$ cat src/rtl/seq_det_sched.sv
// seq_det_sched: four serial bit channels share one 11001 overlapping Mealy
//   detector; a round-robin arbiter picks which channel's bit is consumed.
// Latency: grant is combinational; det_valid/det_ch register one cycle after
//   the completing bit is consumed. cnt_out reads the registered counters.
// Backpressure: a channel whose req is not granted keeps its bit; the
//   requester holds req/din until grant[i] rises.
// Ports:
//   clk, reset      rising-edge clock, asynchronous active-high reset
//   req, din        per-channel bit request and data bit (bit i = channel i)
//   chan_en         enable mask; disabled channels are never granted
//   clr_ch          per-channel synchronous clear of state and counter
//   grant           one-hot ack, the granted channel's din is consumed
//   det_valid/ch    one-cycle detection pulse and the detecting channel
//   cnt_sel/cnt_out read port for the saturating per-channel match counters
module seq_det_sched #(
  parameter int CNT_W = 8
) (
  input  logic             clk,
  input  logic             reset,
  input  logic [3:0]       req,
  input  logic [3:0]       din,
  input  logic [3:0]       chan_en,
  input  logic [3:0]       clr_ch,
  output logic [3:0]       grant,
  output logic             det_valid,
  output logic [1:0]       det_ch,
  input  logic [1:0]       cnt_sel,
  output logic [CNT_W-1:0] cnt_out
);

  typedef enum logic [2:0] {
    S0 = 3'd0,  // nothing matched
    S1 = 3'd1,  // "1"
    S2 = 3'd2,  // "11"
    S3 = 3'd3,  // "110"
    S4 = 3'd4   // "1100"
  } st_t;

  localparam logic [CNT_W-1:0] CNT_MAX = {CNT_W{1'b1}};

  st_t              state [4];
  logic [CNT_W-1:0] cnt   [4];
  logic [1:0]       rr_ptr;

  logic [3:0] eligible;
  logic       gnt_any;
  logic [1:0] gnt_idx;
  st_t        cur_st;
  logic       cur_bit;
  st_t        nxt_st;
  logic       hit;

  assign eligible = req & chan_en;

  // Round-robin: first eligible channel at or after rr_ptr, wrapping 3->0.
  // Nothing is granted while reset is held, so no bit is lost to reset.
  always_comb begin
    logic [1:0] idx;
    grant   = 4'b0000;
    gnt_any = 1'b0;
    gnt_idx = 2'd0;
    idx     = 2'd0;
    for (int o = 0; o < 4; o++) begin
      idx = rr_ptr + 2'(o);
      if (!gnt_any && eligible[idx]) begin
        gnt_any = 1'b1;
        gnt_idx = idx;
      end
    end
    if (reset) begin
      gnt_any = 1'b0;
    end
    if (gnt_any) begin
      grant[gnt_idx] = 1'b1;
    end
  end

  // Single shared next-state/detect function, fed by the granted channel.
  always_comb begin
    cur_st  = state[gnt_idx];
    cur_bit = din[gnt_idx];
    nxt_st  = S0;
    hit     = 1'b0;
    case (cur_st)
      S0: nxt_st = cur_bit ? S1 : S0;
      S1: nxt_st = cur_bit ? S2 : S0;
      S2: nxt_st = cur_bit ? S2 : S3;
      S3: nxt_st = cur_bit ? S1 : S4;
      S4: begin
        // Completing 1 leaves "1" matched, which is the overlap restart.
        nxt_st = cur_bit ? S1 : S0;
        hit    = cur_bit;
      end
      default: nxt_st = S0;
    endcase
  end

  always_ff @(posedge clk or posedge reset) begin
    if (reset) begin
      for (int i = 0; i < 4; i++) begin
        state[i] <= S0;
        cnt[i]   <= '0;
      end
      rr_ptr    <= 2'd0;
      det_valid <= 1'b0;
      det_ch    <= 2'd0;
    end else begin
      // A clear on the granted channel still consumes the bit (grant is up)
      // but suppresses both the state advance and any detection.
      det_valid <= gnt_any && hit && !clr_ch[gnt_idx];
      if (gnt_any && hit && !clr_ch[gnt_idx]) begin
        det_ch <= gnt_idx;
      end
      if (gnt_any) begin
        rr_ptr <= gnt_idx + 2'd1;
      end
      for (int i = 0; i < 4; i++) begin
        if (clr_ch[i]) begin
          state[i] <= S0;
          cnt[i]   <= '0;
        end else if (grant[i]) begin
          state[i] <= nxt_st;
          if (hit && cnt[i] != CNT_MAX) begin
            cnt[i] <= cnt[i] + 1'b1;
          end
        end
      end
    end
  end

  // Registered counters only: a same-cycle increment shows up next cycle.
  assign cnt_out = cnt[cnt_sel];

endmodule

$ cat config.mk
export PLATFORM = sky130hd
export DESIGN_NAME = seq_det_sched
export DESIGN_NICKNAME = d
export VERILOG_FILES = /design/src/rtl/seq_det_sched.sv
export SDC_FILE = /design/constraint.sdc
export NUM_CORES = 1
export LEC_CHECK = 0
export ABC_AREA = 1
export CORE_ASPECT_RATIO = 1.5
export CORE_UTILIZATION = 54
export CTS_BUF_LIST = sky130_fd_sc_hd__clkbuf_2 sky130_fd_sc_hd__clkbuf_4 sky130_fd_sc_hd__clkbuf_8
export DETAILED_ROUTE_END_ITERATION = 10
export HOLD_SLACK_MARGIN = 0.05
export PLACE_DENSITY = 0.77
export SLEW_MARGIN = 20
export SYNTH_ARGS = -nofsm -noshare
export SYNTH_HDL_FRONTEND = slang
export SYNTH_SLANG_ARGS = --single-unit
$ cat constraint.sdc
create_clock -name clk -period 2.3 [get_ports clk]
set_clock_uncertainty 0.1 [all_clocks]
set_input_delay 0.23 -clock clk [delete_from_list [all_inputs] [get_ports clk]]
set_output_delay 0.23 -clock clk [all_outputs]
set_load 0.02 [all_outputs]
==> metrics.csv <==
metric;value;unit
Area contributors post-synth;dfrtp_1, nand2_1, nand3_1;
Syn-to-layout area delta;36.8;%
TritonCTS Sinks;49;
Synth Register Bits;49;
Critical Path AT;2.73;ns
PD cells;1320;nW/um^2
Yosys top cell area share;0.338;
number of filler cells placed in the layout;501;
RSZ-0062 raised after global routing;true;
Final Power;0.00653;W
first-pass GRT wire length;16500;um
Max VDD drop;0.599;mV
Post-Syn Instances;511;
reg-to-reg endpoint;cnt[22];
gpl congestion;0.925;
post-route cell area;4960;um^2
syn_nets;539;
H-tree level count;2;
Final Hold Vio Count;0;
Max Root-Sink Buffers;2;
IO buf count;34;
CP max stage cell;dfrtp_2;
max_slew headroom;0.585;
initial antenna violation count;0;
clk_lat worst skew;0.31;ns
reg-to-reg startpoint;rr_ptr[0];
failing checks;setup timing;
drt pass-1 iters;4;
Storage cell area;1230;um^2
Nets;623;
Cell Chain, Critical Path;buf_6 > nand2_2 > nand2_2 > nand2_2 > nand2_4 > nand4_1 > a21oi_4 > buf_12 > nand3_4 > nand2_4 > nand2_8 > nor2_8 > nand2_4 > nand3_1 > nand2_1;
Worst R2R Path Depth;15;
Post-route DRC;0;
CTS tree;yes;
Total GRT Usage;0.312;
post-route ant nets;0;
total wire length;10300;um
Die Area;7060;um^2
layout cell share with drive strength beyond 1;0.287;
area of the multi-input gates;2470;um^2
post-synth cell types;32;
Final period util;1.14;
YS warnings;0;
cts bufs inserted;5;
height of the die;102;um
Hold/Removal Path Class;primary input to async pin;
largest net degree at the start of global routing;50;
clk root buf;clkbuf_8;
Wirelength per Cell;15.3;um
# placed instances;650;
dpl ws;-0.594;ns
vias in the first global route;3697;
outcome;finished, violations left;
Max Fanout on Critical Path;8;
FP Rows;36;
Hold-fix buffers, CTS;0;
via count;3874;
Vias per Instance;5.76;
I/O pins;35;
n_diodes;0;
Die W;68.9;um
Finish-stage setup viols;51;
GR Overflow Total;0;
slowest cell delay on critical path;0.50;ns
Cell Count, Final, Fillers Out;672;
CORE AREA;6490;um^2
DR iter-0 viols;216;
setup TNS;-13.82;ns
max frequency;0.380;GHz
Initial Util;0.559;
number of max-cap violations;0;
Pins Over Slew Limit;0;
CP Launch Type;flip-flop;
Required @ worst endpoint;2.40;ns
CTS clock-pin slew for the worst setup and hold paths;0.09;ns
hpwl dp;6910;um
crit path time final;2.63;ns
final worst setup slack;-0.330;ns
Cell Area, Synth;3630;um^2
placement-stage cell area;4410;um^2
LEAKAGE;2.67;nW
worst-margin pin slew;0.623;ns
Worst R2R Setup Slack;-0.33;ns
register area share after synthesis;0.338;
synthesized area per cell;7.10;um^2
Critical Path End Type;flip-flop;
worst setup path class;flip-flop to flip-flop;
top cell type by total area after synthesis;dfrtp_1;
-- cell usage after synthesis, drive strengths merged --
| cell type | number |
|---|---|
| nand2 | 169 |
| nand3 | 75 |
| dfrtp | 49 |
| inv | 48 |
| nand4 | 48 |
| nor2 | 33 |
| o21ai | 20 |
| xor2 | 16 |
| buf | 10 |
| ha | 8 |
| o22ai | 7 |
| clkbuf | 6 |
| a21oi | 5 |
| xnor2 | 5 |
| a31oi | 4 |
| clkinv | 4 |
| nor3 | 2 |
| nand3b | 1 |
| o211ai | 1 |
-- per-layer routing --
layer | part of all wire | track usage | routed length (um) | up-vias
li1 | - | - | - | 1881
met1 | 0.39 | 0.349 | 3990 | 1849
met2 | 0.54 | 0.569 | 5540 | 110
met3 | 0.039 | 0.0379 | 397 | 34
met4 | 0.034 | 0.141 | 354 | 0
met5 | 0 | 0 | 0 | -
-- cells in the final DEF, fill, tap and decap left out, types with 2 or more instances in the layout --
cell	instances
inv_1	38
o21ai_0	18
inv_4	2
nand3_2	24
ha_1	5
nand3_1	48
dfrtp_1	47
clkinv_1	4
nand3_4	3
xnor2_1	5
a31oi_4	4
xor2_1	16
o21ai_1	2
nand2_1	120
nand2_4	19
nand2_2	29
clkbuf_8	5
nor2_4	2
buf_4	40
a21oi_1	4
clkdlybuf4s50_1	30
buf_6	19
o22ai_1	7
clkinv_2	2
nor2_1	30
buf_12	3
inv_2	6
ha_4	2
nor3_1	2
nand4_1	47
dfrtp_2	2
-- state kept, by name (all words and copies together), names as in the netlist --
name and cells:
state 12, cnt 32, det_valid 1, rr_ptr 2, det_ch 2
-- final cells by class --
class,count,area share
Sequential cell,49,0.247
Clock inverter,2,0.00202
Clock buffer,6,0.0154
Multi-Input combinational cell,395,0.497
Tap cell,76,0.0192
Timing Repair Buffer,92,0.176
Inverter,52,0.0426
-- per-stage QoR --
| step | hold WS [ns] | utilization |
|---|---|---|
| after global placement | 0.368 | 0.681 |
| final | 0.351 | 0.765 |
| after detailed placement | 0.372 | 0.681 |
| after floorplan | 0.170 | - |
| after global routing | 0.432 | 0.765 |
| after CTS | 0.390 | 0.742 |
-- cell families after synthesis --
kind of cell               share of synthesized area
buffers and inverters                         0.0879
adders and majority gates                     0.0276
AOI/OAI and AO/OA                             0.0655
xor gates and xnor gates                      0.0507
and+or+nand+nor                                0.430
DFF                                            0.338
-- worst max-delay path, delay by kind of cell (launching register included) --
| family | cells | cell delay (ns) |
|---|---|---|
| AOI/OAI and AO/OA | 1 | 0.27 |
| buffers and inverters | 2 | 0.33 |
| DFF | 1 | 0.50 |
| and+or+nand+nor | 12 | 1.31 |
-- worst max path at each step --
| stage | start | depth (start not counted) | to | slack [ns] |
|---|---|---|---|---|
| final | rr_ptr[0] | 15 | cnt[22] | -0.33 |
| after global routing | rr_ptr[0] | 16 | cnt[13] | -0.47 |
| after CTS | rr_ptr[0] | 18 | cnt[0] | -0.27 |
| after detailed placement | req[0] | 19 | cnt[0] | -0.59 |
| after global placement | req[0] | 15 | grant[3] | -0.56 |
| after floorplan | rr_ptr[0] | 16 | cnt[3] | -0.02 |
-- power by group --
group	total (W)	leakage [nW]	internal, W	switching [W]
logic	0.00501	1.95	0.00218	0.00283
clock network	0.000519	0.0484	0.000223	0.000296
registers	0.00100	0.678	0.000919	0.0000859
-- repair_timing --
| action | 4_1_cts | 5_1_grt |
|---|---|---|
| pin swaps | 23 | 40 |
| endpoints found under the setup margin | 51 | 55 |
| gates resized for setup | 80 | 36 |
| cloned | 2 | 0 |
| setup buffers | 11 | 1 |
(Power assumes the default switching activity.)
